--- src/rtl/pipe_mem_pkg.sv ---
// Shared encodings for pipe_mem_arbiter and its optional fetch buffer.
package pipe_mem_pkg;

    localparam int DEF_AW = 32;
    localparam int DEF_DW = 32;

    typedef enum logic [1:0] {
        IDLE = 2'd0,
        BUSY = 2'd1,
        RESP = 2'd2
    } state_e;

    typedef enum logic {
        GNT_IF = 1'b0,
        GNT_D  = 1'b1
    } gnt_e;

endpackage

--- src/rtl/pipe_mem_ibuf.sv ---
// One-entry fetch buffer: tag/data/valid register with hit compare and store invalidate.
module pipe_mem_ibuf
    import pipe_mem_pkg::*;
#(
    parameter int AW = DEF_AW,
    parameter int DW = DEF_DW
) (
    input  logic          clk,
    input  logic          rst,
    input  logic          load,
    input  logic [AW-1:0] load_tag,
    input  logic [DW-1:0] load_data,
    input  logic          inval,
    input  logic [AW-1:0] inval_addr,
    input  logic [AW-1:0] lookup_addr,
    output logic          hit,
    output logic [DW-1:0] data
);

    logic          valid_q, valid_d;
    logic [AW-1:0] tag_q, tag_d;
    logic [DW-1:0] data_q, data_d;

    always_comb begin
        valid_d = valid_q;
        tag_d   = tag_q;
        data_d  = data_q;
        if (load) begin
            valid_d = 1'b1;
            tag_d   = load_tag;
            data_d  = load_data;
        end
        if (inval && (inval_addr == tag_q)) begin
            valid_d = 1'b0;
        end
    end

    always_ff @(posedge clk) begin
        if (rst) begin
            valid_q <= 1'b0;
            tag_q   <= '0;
            data_q  <= '0;
        end else begin
            valid_q <= valid_d;
            tag_q   <= tag_d;
            data_q  <= data_d;
        end
    end

    assign hit  = valid_q && (lookup_addr == tag_q);
    assign data = data_q;

endmodule

--- src/rtl/pipe_mem_arbiter.sv ---
// Shares one variable-latency memory between the fetch and data ports (req/ack, timeout).
// Define PIPE_MEM_ARBITER_IBUF_EN to serve repeated fetches from a one-entry buffer.
module pipe_mem_arbiter
    import pipe_mem_pkg::*;
#(
    parameter int AW       = DEF_AW,
    parameter int DW       = DEF_DW,
    parameter int WAIT_MAX = 255
) (
    input  logic          clk,
    input  logic          rst,
    input  logic          if_req,
    input  logic [AW-1:0] if_addr,
    output logic [DW-1:0] if_rdata,
    output logic          if_ready,
    input  logic          d_re,
    input  logic          d_we,
    input  logic [AW-1:0] d_addr,
    input  logic [DW-1:0] d_wdata,
    output logic [DW-1:0] d_rdata,
    output logic          d_ready,
    output logic          mem_req,
    output logic          mem_we,
    output logic [AW-1:0] mem_addr,
    output logic [DW-1:0] mem_wdata,
    input  logic [DW-1:0] mem_rdata,
    input  logic          mem_ack,
    output logic          bus_err,
    output logic          stall
);

    // state | meaning
    // IDLE  | no transaction; arbitrate the pending ports
    // BUSY  | mem_req held for the grantee, or a fetch-buffer hit being served
    // RESP  | grantee's ready pulse (with bus_err if the access timed out)

    // Timeout down-counter: loaded at grant, terminal count 0 ends the WAIT_MAX-th req cycle.
    localparam logic [7:0] WAIT_LOAD = 8'(WAIT_MAX - 1);

    state_e        state_q, state_d;
    gnt_e          gnt_q, gnt_d;
    logic          mem_req_q, mem_req_d;
    logic          mem_we_q, mem_we_d;
    logic [AW-1:0] mem_addr_q, mem_addr_d;
    logic [DW-1:0] mem_wdata_q, mem_wdata_d;
    logic [DW-1:0] if_rdata_q, if_rdata_d;
    logic [DW-1:0] d_rdata_q, d_rdata_d;
    logic          if_ready_q, if_ready_d;
    logic          d_ready_q, d_ready_d;
    logic          bus_err_q, bus_err_d;
    logic          hit_q, hit_d;
    logic [7:0]    cnt_q, cnt_d;

    logic          d_pend, pick_d, ibuf_hit;
    logic [DW-1:0] ibuf_data;

    assign d_pend = d_re | d_we;
    assign pick_d = d_pend & (~if_req | (gnt_q == GNT_IF));

`ifdef PIPE_MEM_ARBITER_IBUF_EN
    logic ibuf_load, ibuf_inval;

    assign ibuf_load  = (state_q == BUSY) && !hit_q && mem_ack && (gnt_q == GNT_IF);
    assign ibuf_inval = (state_q == IDLE) && pick_d && d_we;

    pipe_mem_ibuf #(.AW(AW), .DW(DW)) u_ibuf (
        .clk         (clk),
        .rst         (rst),
        .load        (ibuf_load),
        .load_tag    (mem_addr_q),
        .load_data   (mem_rdata),
        .inval       (ibuf_inval),
        .inval_addr  (d_addr),
        .lookup_addr (if_addr),
        .hit         (ibuf_hit),
        .data        (ibuf_data)
    );
`else
    assign ibuf_hit  = 1'b0;
    assign ibuf_data = '0;
`endif

    always_comb begin
        state_d     = state_q;
        gnt_d       = gnt_q;
        mem_req_d   = mem_req_q;
        mem_we_d    = mem_we_q;
        mem_addr_d  = mem_addr_q;
        mem_wdata_d = mem_wdata_q;
        if_rdata_d  = if_rdata_q;
        d_rdata_d   = d_rdata_q;
        if_ready_d  = 1'b0;
        d_ready_d   = 1'b0;
        bus_err_d   = 1'b0;
        hit_d       = hit_q;
        cnt_d       = cnt_q;
        case (state_q)
            IDLE: begin
                hit_d = 1'b0;
                if (pick_d) begin
                    gnt_d       = GNT_D;
                    mem_req_d   = 1'b1;
                    mem_we_d    = d_we;
                    mem_addr_d  = d_addr;
                    mem_wdata_d = d_wdata;
                    cnt_d       = WAIT_LOAD;
                    state_d     = BUSY;
                end else if (if_req) begin
                    gnt_d       = GNT_IF;
                    mem_we_d    = 1'b0;
                    mem_addr_d  = if_addr;
                    mem_wdata_d = '0;
                    cnt_d       = WAIT_LOAD;
                    state_d     = BUSY;
                    // A hit spends its BUSY cycle without touching memory, matching a zero-wait fetch.
                    if (ibuf_hit) begin
                        hit_d      = 1'b1;
                        if_rdata_d = ibuf_data;
                    end else begin
                        mem_req_d = 1'b1;
                    end
                end
            end
            BUSY: begin
                if (hit_q) begin
                    hit_d      = 1'b0;
                    if_ready_d = 1'b1;
                    state_d    = RESP;
                end else if (mem_ack || (cnt_q == 8'd0)) begin
                    mem_req_d = 1'b0;
                    mem_we_d  = 1'b0;
                    bus_err_d = !mem_ack;
                    state_d   = RESP;
                    if (gnt_q == GNT_D) begin
                        d_ready_d = 1'b1;
                        d_rdata_d = (mem_ack && !mem_we_q) ? mem_rdata : '0;
                    end else begin
                        if_ready_d = 1'b1;
                        if_rdata_d = mem_ack ? mem_rdata : '0;
                    end
                end else begin
                    cnt_d = cnt_q - 8'd1;
                end
            end
            RESP: begin
                state_d = IDLE;
            end
            default: begin
                state_d = IDLE;
            end
        endcase
    end

    always_ff @(posedge clk) begin
        if (rst) begin
            state_q     <= IDLE;
            gnt_q       <= GNT_IF;
            mem_req_q   <= 1'b0;
            mem_we_q    <= 1'b0;
            mem_addr_q  <= '0;
            mem_wdata_q <= '0;
            if_rdata_q  <= '0;
            d_rdata_q   <= '0;
            if_ready_q  <= 1'b0;
            d_ready_q   <= 1'b0;
            bus_err_q   <= 1'b0;
            hit_q       <= 1'b0;
            cnt_q       <= 8'd0;
        end else begin
            state_q     <= state_d;
            gnt_q       <= gnt_d;
            mem_req_q   <= mem_req_d;
            mem_we_q    <= mem_we_d;
            mem_addr_q  <= mem_addr_d;
            mem_wdata_q <= mem_wdata_d;
            if_rdata_q  <= if_rdata_d;
            d_rdata_q   <= d_rdata_d;
            if_ready_q  <= if_ready_d;
            d_ready_q   <= d_ready_d;
            bus_err_q   <= bus_err_d;
            hit_q       <= hit_d;
            cnt_q       <= cnt_d;
        end
    end

    assign mem_req   = mem_req_q;
    assign mem_we    = mem_we_q;
    assign mem_addr  = mem_addr_q;
    assign mem_wdata = mem_wdata_q;
    assign if_rdata  = if_rdata_q;
    assign d_rdata   = d_rdata_q;
    assign if_ready  = if_ready_q;
    assign d_ready   = d_ready_q;
    assign bus_err   = bus_err_q;
    assign stall     = (if_req & ~if_ready_q) | (d_pend & ~d_ready_q);

endmodule

--- config.mk ---
export PLATFORM = sky130hd
export DESIGN_NAME = pipe_mem_arbiter
export DESIGN_NICKNAME = d
export VERILOG_FILES = /design/src/rtl/pipe_mem_pkg.sv /design/src/rtl/pipe_mem_ibuf.sv /design/src/rtl/pipe_mem_arbiter.sv
export SDC_FILE = /design/constraint.sdc
export NUM_CORES = 1
export LEC_CHECK = 0
export CORE_MARGIN = 5
export CORE_UTILIZATION = 25
export DETAILED_ROUTE_END_ITERATION = 7
export PLACE_DENSITY = 0.55
export SYNTH_ARGS = -nofsm -noshare
export SYNTH_HDL_FRONTEND = slang
export SYNTH_SLANG_ARGS = --single-unit
--- constraint.sdc ---
create_clock -name clk -period 1.8 [get_ports clk]
set_input_delay 0.27 -clock clk [delete_from_list [all_inputs] [get_ports clk]]
set_output_delay 0.27 -clock clk [all_outputs]
set_load 0.03 [all_outputs]
==> impl_metrics.toml <==
[final_layout]
seqCellArea_um2 = 2890
drive_above_1_share = 0.130
fin_cells = 1266
final.fill_count = 2356
antenna_cells = 0
fin_area_um2 = 9910
syn_to_final_growth_pct = 67.7
final_common_cell = "clkdlybuf4s50_1"
multiInputGateArea_um2 = 2880
layout_common_cells = "clkdlybuf4s50_1, dfxtp_1, a21oi_1, nand2_1, nor2_1"
fin_nets = 1070

[setup_path]
timing.rr.start = "cnt_q[0]"
path_class = "flip-flop to flip-flop"
required_ns = 2.07
critPathArrivalTime_ns = 2.05
start_kind = "flip-flop"
r2r-end = "d_rdata[4]"
crit_fanout = 8
reg2regPathDepth = 8
reg2reg_slack_ns = 0.02
endpoint_kind = "flip-flop"

[floorplan]
floorplan.initialDensity = 0.253
core_um2 = 23400
die_x_um = 164
die_area_um2 = 26800
die_h_um = 164
boundaryPins = 268
num_rows = 56

[hold_path]
min-delay-start = "rst"
hold_end = "state_q[1]"
whs_path_depth = 2
hp-class = "primary input to flip-flop"

[sta]
slew_headroom = 0.634
fmax_mhz = 561
fin_worst_skew_ns = 0.00842
drv_slew = 0
setup_violations = 0
timing.final.crit_share = 0.991
layout_min_cycle_time_ns = 1.78
timing.final.hold_violations = 0
tightestPinTransition_ns = 0.549
timing.hold.ws_ns = 0.338
setup_ws_ns = 0.0163
rsz0062_at_grt = "true"

[synthesis]
ys.flop_type = "dfxtp_1"
ys_seq_area_frac = 0.488
synth_async_sr_flop_share = 0
synthCells = 670
ys_types = 42
synth_edf_count = 0
avgSynthCellArea_um2 = 8.82
ys_ff_latch = 144
synth_area_um2 = 5910
yosys_warnings = 0
syn_nets = 806

[pwr]
p_leak_uw = 0.00358
total_power_uw = 9340
peakVddDrop_v = 0.000528
power.density_nw_per_um2 = 942

[clock_network]
cts-buffers-inserted = 17
clk_latency_ns = 0.41
cts_root_buf = "clkbuf_16"
htreeDepth = 4
cts_tree = "built"
clkTransAtPathRegs_ns = 0.06
cts.path.max_buffers = 2
cts.sinks = 144

[routing]
drt_first_pass_iters = 4
wl_per_cell_um = 16.8
drcViolationCount = 0
drtIter0Drc = 343
routed-via-count = 5899
drtAntennaViolNets = 0
routed_wl_mm = 21.3
via_per_inst = 4.66

[global_route]
gr-usage-all-layers = 0.149
grt_max_degree = 67
grt_overflow = 0
antenna_found_initial = 1
grt_first_pass_wirelength_mm = 31.7
grt_pass1_vias = 5730

[place]
pre_cts_slack_ns = -0.188
place_hpwl_mm = 14.7
finalWeightedCongestion = 0.767
dpl_cell_area_um2 = 9100
dp_cells = 1229
numPortBuffers = 267

[job]
maxCapViolations = 0

[outcome]
status = "finished clean"
## area by class of cell
cell class / instances / share of cell area
clock buffers: 19 / 0.0447
clock inverters: 13 / 0.0102
inverters: 6 / 0.00227
multi-input cells: 452 / 0.290
flip-flops and latches: 144 / 0.291
well taps: 319 / 0.0403
repair buffers: 313 / 0.321
## cell families (layout without fill, tap and decap cells)
| family | count (synthesis) | in the layout | share of synthesized area |
|---|---|---|---|
| AO/OA/AOI/OAI | 215 | 215 | 0.241 |
| AND/OR/NAND/NOR | 202 | 202 | 0.151 |
| flip-flops | 144 | 144 | 0.488 |
| buffers and inverters | 74 | 351 | 0.0595 |
| multiplexers | 33 | 33 | 0.0559 |
| adder cells (fa/ha/maj) | 2 | 2 | 0.00423 |
## synth_stat cells, types with 3 or more instances
| cell | count | area [um2] |
|---|---|---|
| dfxtp_1 | 144 | 2880 |
| mux2i_1 | 33 | 330 |
| inv_1 | 6 | 22.5 |
| a311oi_1 | 34 | 298 |
| buf_4 | 11 | 82.6 |
| o31ai_1 | 34 | 255 |
| clkbuf_1 | 40 | 150 |
| nand3_1 | 33 | 165 |
| nand2_1 | 100 | 375 |
| nor3b_1 | 3 | 22.5 |
| nor2_1 | 38 | 143 |
| buf_2 | 14 | 70.1 |
| a21oi_1 | 102 | 510 |
| nor3_1 | 11 | 55.1 |
| a211oi_1 | 32 | 240 |
## power by group
group          internal [uW]  switching [uW]  total [uW]  leakage, uW
Sequential              3430             154        3590      0.00118
Combinational           1090            1350        2450      0.00214
Clock                   1820            1480        3310     0.000257
## per-stage QoR
stage / setup TNS, ns / utilization
2_1_floorplan: 0 / -
3_3_place_gp: -6.94 / 0.389
3_5_place_dp: -11.03 / 0.389
4_1_cts: 0 / 0.412
5_1_grt: -0.924 / 0.423
6_report: 0 / 0.423
## critical path, cell delays in order (launching register included)
cell,delay [ns]
dfxtp_2,0.33
inv_2,0.07
ha_4,0.12
nor3b_4,0.28
buf_4,0.18
a21oi_4,0.08
nor2_4,0.24
buf_6,0.22
a311oi_2,0.11
## layer usage
layer / GRT usage / vias to the layer above / wire [um] / part of all wire
met1: 0.189 / 2705 / 9320 / 0.44
met4: 0.0374 / 2 / 225 / 0.011
met2: 0.225 / 214 / 9370 / 0.44
met3: 0.0740 / 13 / 2340 / 0.11
met5: 0 / - / 13 / 0.00061
li1: - / 2965 / - / -
## state kept, by name, summed over array words and instances, names as in the netlist, 2 cells and up
register,cells
state_q,2
mem_wdata,32
cnt_q,8
mem_addr,32
d_rdata,32
if_rdata,32
## worst max path at each step
stage                   from  slack (ns)     endpoint
floorplan           cnt_q[0]        0.24     cnt_q[5]
global placement        d_we       -0.13     cnt_q[0]
detailed placement      d_we       -0.19  mem_addr[7]
CTS                 cnt_q[0]       0.001   d_rdata[3]
global route        cnt_q[0]       -0.06  d_rdata[22]
finish              cnt_q[0]        0.02   d_rdata[4]
## timing repair
| action | in CTS | in global routing |
|---|---|---|
| pin swaps | 1 | 3 |
| setup buffers | 0 | 2 |
| hold buffers | 0 | 0 |
| endpoints found under the setup margin | 5 | 56 |
| resized for setup | 4 | 37 |
| endpoints found under the hold margin | 0 | 0 |
| gates cloned | 0 | 3 |
(Power assumes the default switching activity.)
